$ cat src/rtl/mul4_tournament_if.sv
// Harness bus between the tournament controller and the bench/candidate array.
// slave = controller side, master = harness/driver side.
interface mul4_tournament_if #(
  parameter int NCAND = 8
);
  localparam int SW = $clog2(NCAND);

  logic          start;
  logic          abort;
  logic [SW-1:0] cand_sel;
  logic [15:0]   a1, a0, b1, b0;
  logic [15:0]   y3, y2, y1, y0;
  logic          busy;
  logic          score_valid;
  logic [6:0]    score;
  logic [SW-1:0] score_idx;
  logic          done;
  logic [SW-1:0] best_idx;
  logic [6:0]    best_score;

  modport slave (
    input  start, abort, y3, y2, y1, y0,
    output cand_sel, a1, a0, b1, b0, busy, score_valid, score, score_idx,
           done, best_idx, best_score
  );

  modport master (
    output start, abort, y3, y2, y1, y0,
    input  cand_sel, a1, a0, b1, b0, busy, score_valid, score, score_idx,
           done, best_idx, best_score
  );
endinterface

$ cat src/rtl/mul4_tournament_ctrl.sv
// Tournament sequencer/scorer for 2x2-bit vector multiplier candidates.
// Optional MUL4_EARLY_EXIT_EN: a perfect score (64) ends the run at once.
module mul4_tournament_ctrl #(
  parameter int NCAND  = 8,
  parameter int SETTLE = 1
) (
  input logic               clk,
  input logic               rst,
  mul4_tournament_if.slave  bus
);
  localparam int SW = $clog2(NCAND);
  localparam int CW = $clog2(SETTLE + 1);
  localparam logic [SW-1:0] LAST = SW'(NCAND - 1);
  localparam logic [63:0]   EXP  = {16'h8000, 16'h4C00, 16'h6AC0, 16'hA0A0};

  typedef enum logic [2:0] {IDLE, DRIVE, SAMPLE, SCORE, FIN} state_t;

  state_t        state_q, state_d;
  logic [SW-1:0] sel_q, sel_d;
  logic [CW-1:0] cnt_q, cnt_d;
  logic [6:0]    score_q, score_d;
  logic [SW-1:0] idx_q, idx_d;
  logic          sv_q, sv_d;
  logic [SW-1:0] best_idx_q, best_idx_d;
  logic [6:0]    best_score_q, best_score_d;
  logic [63:0]   y_q;
  logic [6:0]    cur;
  logic          busy;
  logic          last;

  function automatic logic [6:0] match_count(input logic [63:0] y);
    logic [63:0] m;
    logic [6:0]  n;
    m = ~(y ^ EXP);
    n = '0;
    for (int i = 0; i < 64; i++) n = n + {6'd0, m[i]};
    return n;
  endfunction

  assign cur  = match_count(y_q);
  assign busy = (state_q == DRIVE) || (state_q == SAMPLE) || (state_q == SCORE);

`ifdef MUL4_EARLY_EXIT_EN
  assign last = (sel_q == LAST) || (cur == 7'd64);
`else
  assign last = (sel_q == LAST);
`endif

  always_comb begin
    state_d      = state_q;
    sel_d        = sel_q;
    cnt_d        = cnt_q;
    score_d      = score_q;
    idx_d        = idx_q;
    sv_d         = 1'b0;
    best_idx_d   = best_idx_q;
    best_score_d = best_score_q;
    // Abort beats everything, including start in the same IDLE cycle.
    if (bus.abort && (busy || state_q == IDLE)) begin
      state_d = IDLE;
      sel_d   = '0;
    end else begin
      case (state_q)
        IDLE: if (bus.start) begin
          state_d      = DRIVE;
          sel_d        = '0;
          cnt_d        = '0;
          best_idx_d   = '0;
          best_score_d = '0;
        end
        DRIVE: begin
          if (cnt_q == CW'(SETTLE - 1)) state_d = SAMPLE;
          else cnt_d = cnt_q + 1'b1;
        end
        SAMPLE: state_d = SCORE;
        SCORE: begin
          score_d = cur;
          idx_d   = sel_q;
          sv_d    = 1'b1;
          // Strict compare keeps the lower index on ties.
          if (sel_q == '0 || cur > best_score_q) begin
            best_idx_d   = sel_q;
            best_score_d = cur;
          end
          if (last) begin
            state_d = FIN;
          end else begin
            state_d = DRIVE;
            sel_d   = sel_q + 1'b1;
            cnt_d   = '0;
          end
        end
        FIN: begin
          state_d = IDLE;
          sel_d   = '0;
        end
        default: state_d = IDLE;
      endcase
    end
  end

  always_ff @(posedge clk or posedge rst) begin
    if (rst) begin
      state_q      <= IDLE;
      sel_q        <= '0;
      cnt_q        <= '0;
      score_q      <= '0;
      idx_q        <= '0;
      sv_q         <= 1'b0;
      best_idx_q   <= '0;
      best_score_q <= '0;
    end else begin
      state_q      <= state_d;
      sel_q        <= sel_d;
      cnt_q        <= cnt_d;
      score_q      <= score_d;
      idx_q        <= idx_d;
      sv_q         <= sv_d;
      best_idx_q   <= best_idx_d;
      best_score_q <= best_score_d;
    end
  end

  // Candidate outputs are only consumed in SCORE, so the capture needs no reset.
  always_ff @(posedge clk) begin
    if (state_q == SAMPLE) y_q <= {bus.y3, bus.y2, bus.y1, bus.y0};
  end

  assign bus.cand_sel    = sel_q;
  assign bus.a1          = busy ? 16'hFF00 : 16'h0000;
  assign bus.a0          = busy ? 16'hF0F0 : 16'h0000;
  assign bus.b1          = busy ? 16'hCCCC : 16'h0000;
  assign bus.b0          = busy ? 16'hAAAA : 16'h0000;
  assign bus.busy        = busy;
  assign bus.score_valid = sv_q;
  assign bus.score       = score_q;
  assign bus.score_idx   = idx_q;
  assign bus.done        = (state_q == FIN);
  assign bus.best_idx    = best_idx_q;
  assign bus.best_score  = best_score_q;
endmodule

$ cat src/flat_wrapper.sv
// flat-port wrapper written by rule: the top's interface ports become plain ports
module mul4_tournament_ctrl_flat 
#(
  parameter int NCAND  = 8,
  parameter int SETTLE = 1
)
  (clk, rst, bus_start, bus_abort, bus_y3, bus_y2, bus_y1, bus_y0, bus_cand_sel, bus_a1, bus_a0, bus_b1, bus_b0, bus_busy, bus_score_valid, bus_score, bus_score_idx, bus_done, bus_best_idx, bus_best_score);
  mul4_tournament_if #(.NCAND(NCAND)) bus_i ();
  input logic clk;
  input logic rst;
  input wire logic [$bits(bus_i.start)-1:0] bus_start;
  input wire logic [$bits(bus_i.abort)-1:0] bus_abort;
  input wire logic [$bits(bus_i.y3)-1:0] bus_y3;
  input wire logic [$bits(bus_i.y2)-1:0] bus_y2;
  input wire logic [$bits(bus_i.y1)-1:0] bus_y1;
  input wire logic [$bits(bus_i.y0)-1:0] bus_y0;
  output wire logic [$bits(bus_i.cand_sel)-1:0] bus_cand_sel;
  output wire logic [$bits(bus_i.a1)-1:0] bus_a1;
  output wire logic [$bits(bus_i.a0)-1:0] bus_a0;
  output wire logic [$bits(bus_i.b1)-1:0] bus_b1;
  output wire logic [$bits(bus_i.b0)-1:0] bus_b0;
  output wire logic [$bits(bus_i.busy)-1:0] bus_busy;
  output wire logic [$bits(bus_i.score_valid)-1:0] bus_score_valid;
  output wire logic [$bits(bus_i.score)-1:0] bus_score;
  output wire logic [$bits(bus_i.score_idx)-1:0] bus_score_idx;
  output wire logic [$bits(bus_i.done)-1:0] bus_done;
  output wire logic [$bits(bus_i.best_idx)-1:0] bus_best_idx;
  output wire logic [$bits(bus_i.best_score)-1:0] bus_best_score;
  assign bus_i.start = bus_start;
  assign bus_i.abort = bus_abort;
  assign bus_i.y3 = bus_y3;
  assign bus_i.y2 = bus_y2;
  assign bus_i.y1 = bus_y1;
  assign bus_i.y0 = bus_y0;
  assign bus_cand_sel = bus_i.cand_sel;
  assign bus_a1 = bus_i.a1;
  assign bus_a0 = bus_i.a0;
  assign bus_b1 = bus_i.b1;
  assign bus_b0 = bus_i.b0;
  assign bus_busy = bus_i.busy;
  assign bus_score_valid = bus_i.score_valid;
  assign bus_score = bus_i.score;
  assign bus_score_idx = bus_i.score_idx;
  assign bus_done = bus_i.done;
  assign bus_best_idx = bus_i.best_idx;
  assign bus_best_score = bus_i.best_score;
  mul4_tournament_ctrl #(.NCAND(NCAND), .SETTLE(SETTLE)) u_core (.clk(clk), .rst(rst), .bus(bus_i));
endmodule
$ cat config.mk
export PLATFORM = sky130hd
export DESIGN_NAME = mul4_tournament_ctrl_flat
export DESIGN_NICKNAME = d
export VERILOG_FILES = /design/src/rtl/mul4_tournament_if.sv /design/src/rtl/mul4_tournament_ctrl.sv /design/src/flat_wrapper.sv
export SDC_FILE = /design/constraint.sdc
export NUM_CORES = 1
export LEC_CHECK = 0
export ABC_AREA = 1
export CAP_MARGIN = 5
export CORE_AREA = 2 2 103 125
export DETAILED_ROUTE_END_ITERATION = 16
export DIE_AREA = 0 0 105 127
export GPL_TIMING_DRIVEN = 0
export PLACE_DENSITY = 0.86
export SLEW_MARGIN = 20
export SYNTH_ARGS = -nofsm -noshare
export SYNTH_HDL_FRONTEND = slang
export SYNTH_SLANG_ARGS = --single-unit
$ cat constraint.sdc
create_clock -name clk -period 10 [get_ports clk]
set_input_delay 3 -clock clk [delete_from_list [all_inputs] [get_ports clk]]
set_output_delay 3 -clock clk [all_outputs]
set_load 0.01 [all_outputs]
==> results.cfg <==
[routing]
drc = 0
final_antenna_net_count = 0
drt-wirelength-per-cell_um = 12.48
drt_iter0_markers = 95
vias = 3803
viasPerCell = 4.391
first_pass_iters = 4
routed_wl_mm = 10.81

[floorplanning]
dieHeight_um = 127
start_util_pct = 47.97
coreArea_um2 = 12000
dieArea_um2 = 13340
io_pins = 158
fp.dieW_um = 105
std_cell_rows = 44

[synthesis]
synth_edf_count = 64
synth_warnings = 0
async_flop_share_pct = 29.67
synthAdderAreaFrac_pct = 24.43
ys_top_cells_by_area = edfxtp_1 33%, fa_1 19%, dfrtp_1 12%, inv_1 9.7%, buf_4 8.3%
synth-compound-area-share_pct = 2.043
netlist_area_um2 = 5757
synth_flop_cell = edfxtp_1
synth_seq_cells = 91
netlist_instances = 530
synth_top_area_share_pct = 33.38
syn_area_per_cell_um2 = 10.86
synthDistinctLibCells = 31
synth-simple-area-share_pct = 9.411
ys_seq_area_share_pct = 45.12
synth_top_family_by_area = adder cells
synth-xor-area-share_pct = 0.1521
synth_mux_area_share_pct = 0
yosysTopAreaCell = edfxtp_1

[global_routing]
grt_pass1_wl_mm = 17.80
gr-usage-all-layers_pct = 16.96
grt_pass1_vias = 4014
grt_max_degree = 34
antenna_found_initial = 0
grt_overflow = 0

[clocking]
cts_setup_buffers = 0
cts_inserted_buffers = 9
cts_hold_buf = 0
path_clk_slew_ns = 0.07
clk_latency_ns = 0.35
clockRootBuffer = clkbuf_16
cts_sinks = 91
ctsResizeCount = 0
cts.htree.levels = 3
cts.path.max_buffers = 2
cts_tree = done

[layout]
antennaDiodeCount = 0
num-fill-cells = 906
drive_gt1_share_pct = 15.04
syn_to_final_growth_pct = 33.99
fin_nets = 848

[timing]
setup_viol = 0
worstMarginPinSlew_ns = 0.9554
fin_crit_sh_pct = 77.32
maxSlewHeadroom_pct = 35.91
min_period_ns = 7.732
drv_slew = 0
tns_ns = 0
skew_ns = 0.01000
rsz0062_at_grt = false
fmax_mhz = 129.3
hold_violations = 0

[run]
max_cap_violations = 0

[worst_setup_path]
ff2ff_setup_slack_ns = 2.27
critPathArrivalTime_ns = 7.96
slowest_delay_ns = 0.54
critPathCaptureType = flip-flop
crit_slowest_cell = fa_1
worstPathMaxFanout = 10
cpMostUsedCell = fa_1
cp.required_ns = 10.23
worst_r2r_startpoint = u_core.y_q[0]
crit_start = u_core.y_q[0]
startpoint_type = flip-flop
setup.worst_path.class = flip-flop to flip-flop

[placement]
gp_congestion = 0.7898
hpwl_mm = 9.085
port_buffers = 125

[hold_path]
min_path_type = flip-flop to flip-flop
min-delay-start = u_core.bus.best_idx[0]

[run_status]
status = completed
==> kinds of logic after synthesis <==
group,Yosys count
compound gates,19
simple gates,120
buf+inv,218
other cells,1
xor+xnor,1
flops,91
fa+ha+maj,80
==> state kept, by name (all words and copies together), names as in the netlist <==
register,count
u_core.bus.score_idx,3
u_core.bus.score_valid,1
u_core.bus.best_idx,3
u_core.bus.best_score,7
u_core.y_q,64
u_core.state_q,3
u_core.bus.cand_sel,3
u_core.bus.score,7
==> through the flow <==
step / cells / utilization [%] / worst slack [ns] / instance area (um^2) / hold slack (ns)
after CTS: 866 / 64.27 / 2.210 / 7714 / 0.4825
final: 866 / 64.27 / 2.268 / 7714 / 0.4820
after global routing: 866 / 64.27 / 1.867 / 7714 / 0.5191
after detailed placement: 850 / 61.65 / 2.192 / 7398 / 0.4653
after global placement: 847 / 61.04 / 2.324 / 7326 / 0.4638
after floorplan: 561 / - / 2.862 / 5873 / 0.5080
==> path summary, 6_finish.rpt <==
path                                            end  cells past startpoint
max in group asynchronous  u_core.bus.best_score[3]                      2
hold / removal               u_core.bus.best_idx[0]                      2
hold reg to reg              u_core.bus.best_idx[0]                      2
setup reg to reg           u_core.bus.best_score[6]                     32
setup / recovery           u_core.bus.best_score[6]                     32
min in group asynchronous       u_core.bus.score[0]                      2
==> placed cells by master (no fill, tap or decap), types with 5 or more instances in the layout <==
master	count
edfxtp_1	64
clkbuf_16	9
fa_1	54
nand2_1	64
nor2_1	21
ha_1	26
clkdlybuf4s50_1	125
dfrtp_1	27
o21ai_2	5
nand3_1	16
a21oi_1	7
buf_4	64
inv_1	147
conb_1	32
==> layer usage <==
layer  vias to the layer above  track usage (%)  routed length [um]
li1                       1828                -                   -
met5                         -                0                   0
met3                        22            4.439                 796
met4                         0            6.275                 242
met2                       157            33.96                6112
met1                      1796            16.34                3655
==> area by class of cell <==
| type | instances | area [um^2] | share of cell area [%] |
|---|---|---|---|
| timing repair buffer | 128 | 1314 | 17.03 |
| buffer | 67 | 511.7 | 6.634 |
| clock inverter | 7 | 90.09 | 1.168 |
| tap | 161 | 201.4 | 2.612 |
| multi-input combinational | 252 | 2205 | 28.58 |
| inverter | 151 | 569.3 | 7.380 |
| sequential | 91 | 2597 | 33.67 |
| clock buffer | 9 | 225.2 | 2.920 |
==> synthesized netlist by cell type (2+ instances only) <==
cell	instances
inv_1	148
buf_4	64
edfxtp_1	64
nand2_1	64
fa_1	54
dfrtp_1	27
ha_1	26
nor2_1	23
nand3_1	16
a21oi_1	7
o21ai_2	5
nand2_2	4
o21ai_1	4
nand2_4	2
nand3b_1	2
nand4_1	2
nor2_2	2
nor3_1	2
o21ai_0	2
==> critical path: cells and delay by family (launching register included) <==
family / cells / cell delay [ns]
buffers and inverters: 7 / 0.40
adder cells (fa/ha/maj): 12 / 5.48
flip-flops: 1 / 0.32
AND/OR/NAND/NOR: 13 / 1.39
Power is left out: the tool's default activity adds up to more than one toggle a clock period on the data nets, which glitch-free logic cannot reach.
